<file path="src/rtl/modulo_controle_rolhas.sv">
// modulo_controle_rolhas
// Cork-stock controller for the bottling line. Keeps the cork count
// (0..MAX_ROLHAS), grants one cork per sealing request with a one-cycle ACK,
// asks the dispenser for LOTE more corks while stock is below LIMIAR, and
// re-derives the BCD tens/units digits after every count change.
//
// Optional feature: define ROLHAS_WATCHDOG_EN to add a refill watchdog that
// raises a sticky ALARME after REQ_REPOR has been high for TIMEOUT cycles.
// Without the macro ALARME is tied to 0 and TIMEOUT only takes part in the
// elaboration-time parameter check.

module modulo_controle_rolhas #(
  parameter int unsigned MAX_ROLHAS = 99,
  parameter int unsigned LIMIAR     = 5,
  parameter int unsigned LOTE       = 15,
  parameter int unsigned TIMEOUT    = 1000
) (
  input  logic       CLK,
  input  logic       RESET,
  input  logic       START,
  input  logic       REQ_VEDAR,
  output logic       ACK_VEDAR,
  output logic       REQ_REPOR,
  input  logic       REPOR_OK,
  output logic [6:0] REG_R,
  output logic [3:0] REG_RD,
  output logic [3:0] REG_RU,
  output logic       BCD_VALID,
  output logic       VAZIO,
  output logic       ALARME
);

  // Parameters narrowed once to the widths of the datapath they feed.
  localparam logic [6:0] MAX_C    = 7'(MAX_ROLHAS);
  localparam logic [6:0] LIMIAR_C = 7'(LIMIAR);
  localparam logic [7:0] LOTE_C   = 8'(LOTE);

  // Reject parameter sets the 7-bit datapath and 16-bit watchdog cannot hold.
  if ((MAX_ROLHAS > 32'd99) || (LOTE < 32'd1) || (LOTE > 32'd99) ||
      (LIMIAR > 32'd127) || (TIMEOUT < 32'd1) || (TIMEOUT > 32'd65535)) begin : g_param_erro
    $error("modulo_controle_rolhas: illegal parameter set");
  end

  typedef enum logic [0:0] {
    ST_IDLE = 1'b0,
    ST_CONV = 1'b1
  } estado_t;

  estado_t    estado_r, estado_s;
  logic [6:0] reg_r, reg_s;
  logic [3:0] rd_r, rd_s;
  logic [3:0] ru_r, ru_s;
  logic       valid_r, valid_s;
  logic       ack_r, ack_s;
  logic       repor_r, repor_s;
  logic       pend_r, pend_s;
  logic [6:0] temp_r, temp_s;
  logic [3:0] tens_r, tens_s;
  logic       aceita_s;
  logic [6:0] soma_s;

  // Refill addition done in 8 bits so count+LOTE cannot wrap before clamping.
  function automatic logic [6:0] soma_sat(input logic [6:0] atual);
    logic [7:0] soma;
    soma = {1'b0, atual} + LOTE_C;
    if (soma > {1'b0, MAX_C}) begin
      soma_sat = MAX_C;
    end else begin
      soma_sat = soma[6:0];
    end
  endfunction

  // Next-state, datapath and handshake decisions for the IDLE/CONV machine.
  always_comb begin
    estado_s = estado_r;
    reg_s    = reg_r;
    rd_s     = rd_r;
    ru_s     = ru_r;
    valid_s  = valid_r;
    ack_s    = 1'b0;
    temp_s   = temp_r;
    tens_s   = tens_r;
    soma_s   = soma_sat(reg_r);
    // A dispenser delivery only counts while we are actually asking for one.
    aceita_s = REPOR_OK & repor_r;
    pend_s   = pend_r | aceita_s;
    // Request refill while low, but not while a delivery is being absorbed.
    repor_s  = (reg_r < LIMIAR_C) & ~pend_r & ~REPOR_OK;

    case (estado_r)
      ST_IDLE: begin
        if (pend_r) begin
          // Pending refill wins over any grant.
          reg_s    = soma_s;
          pend_s   = aceita_s;
          valid_s  = 1'b0;
          temp_s   = soma_s;
          tens_s   = 4'd0;
          estado_s = ST_CONV;
        end else if (REQ_VEDAR && START && (reg_r != 7'd0) && !aceita_s) begin
          // A refill accepted this cycle is applied first; the grant waits.
          reg_s    = reg_r - 7'd1;
          ack_s    = 1'b1;
          valid_s  = 1'b0;
          temp_s   = reg_r - 7'd1;
          tens_s   = 4'd0;
          estado_s = ST_CONV;
        end else begin
          estado_s = ST_IDLE;
        end
      end
      ST_CONV: begin
        // Repeated subtraction: one tens step per cycle until units remain.
        if (temp_r >= 7'd10) begin
          temp_s = temp_r - 7'd10;
          tens_s = tens_r + 4'd1;
        end else begin
          rd_s     = tens_r;
          ru_s     = temp_r[3:0];
          valid_s  = 1'b1;
          estado_s = ST_IDLE;
        end
      end
      default: begin
        estado_s = ST_IDLE;
      end
    endcase
  end

  // State and datapath registers with asynchronous reset to an empty stock.
  always_ff @(posedge CLK or posedge RESET) begin
    if (RESET) begin
      estado_r <= ST_IDLE;
      reg_r    <= 7'd0;
      rd_r     <= 4'd0;
      ru_r     <= 4'd0;
      valid_r  <= 1'b1;
      ack_r    <= 1'b0;
      repor_r  <= 1'b0;
      pend_r   <= 1'b0;
      temp_r   <= 7'd0;
      tens_r   <= 4'd0;
    end else begin
      estado_r <= estado_s;
      reg_r    <= reg_s;
      rd_r     <= rd_s;
      ru_r     <= ru_s;
      valid_r  <= valid_s;
      ack_r    <= ack_s;
      repor_r  <= repor_s;
      pend_r   <= pend_s;
      temp_r   <= temp_s;
      tens_r   <= tens_s;
    end
  end

`ifdef ROLHAS_WATCHDOG_EN
  localparam logic [15:0] TIMEOUT_C = 16'(TIMEOUT);

  logic [15:0] wd_cnt_r;
  logic        alarme_r;

  // Watchdog: count cycles of unanswered refill request; alarm is sticky.
  always_ff @(posedge CLK or posedge RESET) begin
    if (RESET) begin
      wd_cnt_r <= 16'd0;
      alarme_r <= 1'b0;
    end else if (repor_r) begin
      if (wd_cnt_r != 16'hFFFF) begin
        wd_cnt_r <= wd_cnt_r + 16'd1;
      end
      if (wd_cnt_r >= (TIMEOUT_C - 16'd1)) begin
        alarme_r <= 1'b1;
      end
    end else begin
      wd_cnt_r <= 16'd0;
    end
  end

  assign ALARME = alarme_r;
`else
  assign ALARME = 1'b0;
`endif

  assign REG_R     = reg_r;
  assign REG_RD    = rd_r;
  assign REG_RU    = ru_r;
  assign BCD_VALID = valid_r;
  assign ACK_VEDAR = ack_r;
  assign REQ_REPOR = repor_r;
  assign VAZIO     = (reg_r == 7'd0);

endmodule

</file>
<file path="config.mk">
export PLATFORM = sky130hd
export DESIGN_NAME = modulo_controle_rolhas
export DESIGN_NICKNAME = d
export VERILOG_FILES = /design/src/rtl/modulo_controle_rolhas.sv
export SDC_FILE = /design/constraint.sdc
export NUM_CORES = 1
export LEC_CHECK = 0
export ABC_CLOCK_PERIOD_IN_PS = 3500
export CAP_MARGIN = 10
export CORE_ASPECT_RATIO = 0.75
export CORE_UTILIZATION = 53
export DETAILED_ROUTE_END_ITERATION = 8
export HOLD_SLACK_MARGIN = 0.1
export PLACE_DENSITY = 0.78
export SKIP_CTS_REPAIR_TIMING = 1
export SLEW_MARGIN = 20
export SYNTH_ARGS = -nofsm -noshare
export SYNTH_HDL_FRONTEND = slang
export SYNTH_SLANG_ARGS = --single-unit
</file>
<file path="constraint.sdc">
create_clock -name CLK -period 3.5 [get_ports CLK]
set_input_delay 0.525 -clock CLK [delete_from_list [all_inputs] [get_ports CLK]]
set_output_delay 0.525 -clock CLK [all_outputs]
set_load 0.02 [all_outputs]
</file>
# == Yosys cells after proc, flatten, opt, wreduce, memory -nomap -nowiden ==
# Cells that the tools add are included.
# op_classes
n_addsub,4
mul,0
n_div,0
n_lt_le_gt_ge,3
n_eq_ne,3
shift,0
muxes,21
bitwise,8
n_reduce_logical,11
# op_table
operator,count
$mux 7,4
$pmux 7 s2,1
$mux 4,3
$mux 1,10
$add 7x4->8 const B,1
$gt 8x7->1 const B,1
$pmux 4 s2,1
$reduce_and 2->1,4
$ge 7x4->1 const B,1
$logic_not 7->1,1
$lt 7x3->1 const B,1
$reduce_bool 7->1,1
$sub 7x1->7 const B,1
$sub 7x4->7 const B,1
$add 4x1->4 const B,1
$not 1->1,4
$pmux 1 s2,2
$and 1x1->1,3
$logic_and 1x1->1,3
$ne 3x3->1 const B,1
$ne 2x1->1 const B,1
$ne 2x2->1 const B,1
$reduce_bool 2->1,1
$logic_not 1->1,1
$or 1x1->1,1
# word_totals
register_bits,31
latch_bits,0
ram_bits,0
mem_bits_ro,0
inputBits,5
output_inout_bits,20
memories,0

# == Depth between registers and ports, before layout ==
# logic_depth
ltp_word,6
ltp_mapped,9
mapped_depth_nobuf,7

# == Worst setup path before layout ==
# No wires, ideal clock.
# synth_timing
kind,register to register
from,register reg_r[0] (netlist: REG_R[0])
to,register reg_r[3] (netlist: REG_R[3])
setup_ns,0.121
arrival_time_ns,2.011
required_time_ns,3.379
slack_ns,1.368
path_stages_with_launch,8
path_buffers,0
period_less_slack_ns,2.132
cell_sequence,dfrtp_1 inv_1 ha_1 or3b_2 a21oi_1 o221ai_1 and2_1 a22o_1
# synth_via
elab_chain_cells,5
elab_cells_between_ends,11
# synth_rtl
element,line,rtl
from (decl),50,"logic [6:0] reg_r, reg_s;"
from (signal assigned),145,reg_r <= reg_s;
branches (longest 5 deep; another with $add 7x4->8),-,
# Several ways; the timed one is not identified. The select of a mux whose other input is x is not followed.
# A chain may end at the register's enable or synchronous reset.

# == Final worst setup path ==
# layout_timing
from,register estado_r
to,register temp_r[1]
# layout_via
elab_chain_cells,3
elab_cells_between_ends,5
# layout_rtl
element,line,rtl
from (decl),49,"estado_t estado_r, estado_s;"
from (signal assigned),144,estado_r <= estado_s;
$not 1->1 (no source line),-,
$ne 3x3->1 (no source line),-,
$reduce_and 2->1 (no source line),-,
to (signal assigned),152,temp_r <= temp_s;
to (decl),57,"logic [6:0] temp_r, temp_s;"
# Several ways; a longest one is shown, not always the timed one.

==> run metrics <==
Period minus WS final=2.75 ns; GRT Max-Usage Layer=met2; Slew @ Worst Pin=0.804 ns; Worst path slowest cell=or4_1; met2 global-route usage=37.6%; clock sink total=31; io pins=25; Top delay family on crit path=simple AND/OR/NAND/NOR gates; cell taking the most area after synthesis=dfrtp_1; met3 GRT Util=under 10%; routed vias=1423; DRC errors left=0; met1 GRT Util=between 30% and 40%; register area share after synthesis=around 45%; Worst Setup End Kind=flop; Inserted Diodes=0; Via density=5.76; post-route setup TNS=0 ns; endpoints failing setup=0; vias in the first global route=1366; Post-Layout Cell Count=between 200 and 250; Worst Path Arrival=about 2.9 ns; Starting Density=around 57%; Mapped Area=roughly 0.0017 mm^2; Total Wirelength=3.81 mm; number of synthesized flops with an enable pin=0; outcome=finished, final reports clean; DP HPWL=~2.7 mm; Fin Hold WS=about 0.48 ns; Routability Congestion=a little over 0.9; Placed Area=about 0.002 mm^2; root buffer cell=clkbuf_8; row count=17; placed insts=239; Commonest cells post-synth=dfrtp_1 (30), nand2_1 (27), nor2_1 (14); Max FO, Critical Path=24; Port Buf Inserts=23; Critical Path RT=around 3.7 ns; critical path class=reg2reg; CTS buffer count=5; synthesized area per cell=between 9 and 10 um^2; Net Count, Synth=between 150 and 200; Nets=~220; Die Height=roughly 52 um; CP Launch Type=flop; Final Cycle Share=78.5%; Max-Cap Viols=0; die footprint=around 0.0035 mm^2; max-slew violation count=0; worst min-delay path class=reg2reg; Mapped Cells=190; Distinct cells, synth=53; antenna violations before repair=0; die width=68.2 um; post-DR wirelength/cell=15.4 um; worst path buffer plus inverter count=0; count leader, synth=dfrtp_1; Peak VDD IR=slightly below 0.5 mV; Clock Tree Buf Depth=2; pre-CTS setup slack=around 0.79 ns; Initial DRT Pass Iterations=4; fmax=roughly 360 MHz; first-pass GRT wire length=about 6.4 mm; Reg clk slew, reported paths=0.07 ns; Max-slew headroom=a little under half; RSZ-0062 raised after global routing=false; Worst Skew=0.00502 ns; Remaining Overflow, GRT=0; H-tree levels=2; PnR worst setup slack=0.752 ns; crit-path cells=or3b_1 > or4_1 > nand2_1 > o22ai_1 > or3_1; Yosys top cell area share=between 40% and 50%; number of synthesized register bits=31; layout cells sized above 1=around 7.7%; Crit path largest cell delay=slightly below 0.9 ns; post-synthesis async set-or-reset flop share=between 90% and 100%; core box area=0.00304 mm^2; final hold vios=0; DRT iter0 DRCs=between 100 and 150; CTS tree=yes; Worst-Skew Late Latency=0.28 ns; All-Layer GR Usage=between 20% and 30%; Synth Flop Type=dfrtp_1; Routed Antenna Nets=0; Pleak=around 0.91 nW; largest net degree at the start of global routing=32; post-route cell area=slightly above 0.002 mm^2; Synth warnings=0; Area contributors post-synth=dfrtp_1 (43%), nand2_1 (5.8%), o21ai_0 (3.2%), nor2_1 (3.0%), xnor2_1 (3.0%); area delta synth->final=16.9%; pwr/cell area=between 900 and 1000 mW/mm^2
state kept, by name (all words and copies together), names as in the netlist:
name,flops
ACK_VEDAR,1
BCD_VALID,1
REG_R,7
REG_RD,4
REG_RU,4
REQ_REPOR,1
estado_r,1
pend_r,1
temp_r,7
tens_r,4
cell families (layout without fill, tap and decap cells):
logic type | count (synthesis) | after routing | synth area share (%)
flops | 31 | 31 | 44.6
simple gates | 76 | 76 | 22.8
fa+ha+maj | 4 | 4 | 2.87
mux | 4 | 4 | 2.37
xor+xnor | 9 | 9 | 4.53
other cells | 1 | 1 | 0.215
compound gates | 42 | 42 | 15.9
buf+inv | 23 | 42 | 6.68
through the flow:
step / util [%] / total power, W
floorplan: - / 0.00141
global placement: 64.2 / 0.00167
detailed placement: 64.2 / 0.00169
CTS: 66.9 / 0.00198
global route: 66.9 / 0.00213
finish: 66.9 / 0.00197
cell type report:
cell class / count / area, um^2
fillers: 250 / 1010
multi-input cells: 136 / 848
flip-flops and latches: 31 / 777
repair buffers: 25 / 245
clock buffers: 5 / 68.8
well taps: 38 / 47.5
inverters: 9 / 33.8
clock inverters: 3 / 15.0
report_power, final:
group,switching (W),internal (W)
Clock,0.000129,0.000136
Sequential,0.000203,0.000520
Combinational,0.000518,0.000461
Total,0.000850,0.00112
cells in the final DEF (no fill, tap or decap), types with 2 or more instances in the layout:
| cell type | n |
|---|---|
| nor3b_1 | 2 |
| a311oi_1 | 2 |
| inv_1 | 9 |
| or3_1 | 2 |
| o21ai_0 | 11 |
| ha_1 | 4 |
| nor3_1 | 4 |
| a41o_1 | 2 |
| nor4_1 | 4 |
| nand3_1 | 5 |
| nor2_1 | 14 |
| mux2i_1 | 3 |
| dfrtp_1 | 30 |
| nor2b_1 | 3 |
| nand2_1 | 27 |
| buf_4 | 2 |
| clkdlybuf4s50_1 | 23 |
| clkbuf_8 | 5 |
| and3_1 | 3 |
| xnor2_1 | 6 |
| xor2_1 | 3 |
| o211ai_1 | 2 |
| o221ai_1 | 2 |
| clkinv_2 | 3 |
| a21oi_1 | 10 |
metal layers:
| metal | up-vias | wire [um] |
|---|---|---|
| met5 | - | 0 |
| met4 | 0 | 20 |
| met3 | 2 | 261 |
| met2 | 53 | 1690 |
| met1 | 664 | 1840 |
| li1 | 704 | - |
worst min-delay path: stages (launching register included):
cell and delay (ns):
dfrtp_1 0.34, nand2_1 0.05, nand2_1 0.06
final timing paths:
| path | from | slack, ns | depth (start not counted) | to |
|---|---|---|---|---|
| setup reg to reg | estado_r$_DFF_PP0_ | 0.75 | 5 | temp_r[1]$_DFFE_PP0P_ |
| max in group asynchronous | RESET | 2.55 | 3 | BCD_VALID$_DFFE_PP1P_ |
| setup / recovery | estado_r$_DFF_PP0_ | 0.75 | 5 | temp_r[1]$_DFFE_PP0P_ |
| hold reg to reg | REG_RD[0]$_DFFE_PP0P_ | 0.48 | 2 | REG_RD[0]$_DFFE_PP0P_ |
| hold / removal | REG_RD[0]$_DFFE_PP0P_ | 0.48 | 2 | REG_RD[0]$_DFFE_PP0P_ |
| min in group asynchronous | RESET | 0.62 | 3 | ACK_VEDAR$_DFF_PP0_ |
Note: power is estimated with default switching activity, not from simulation.
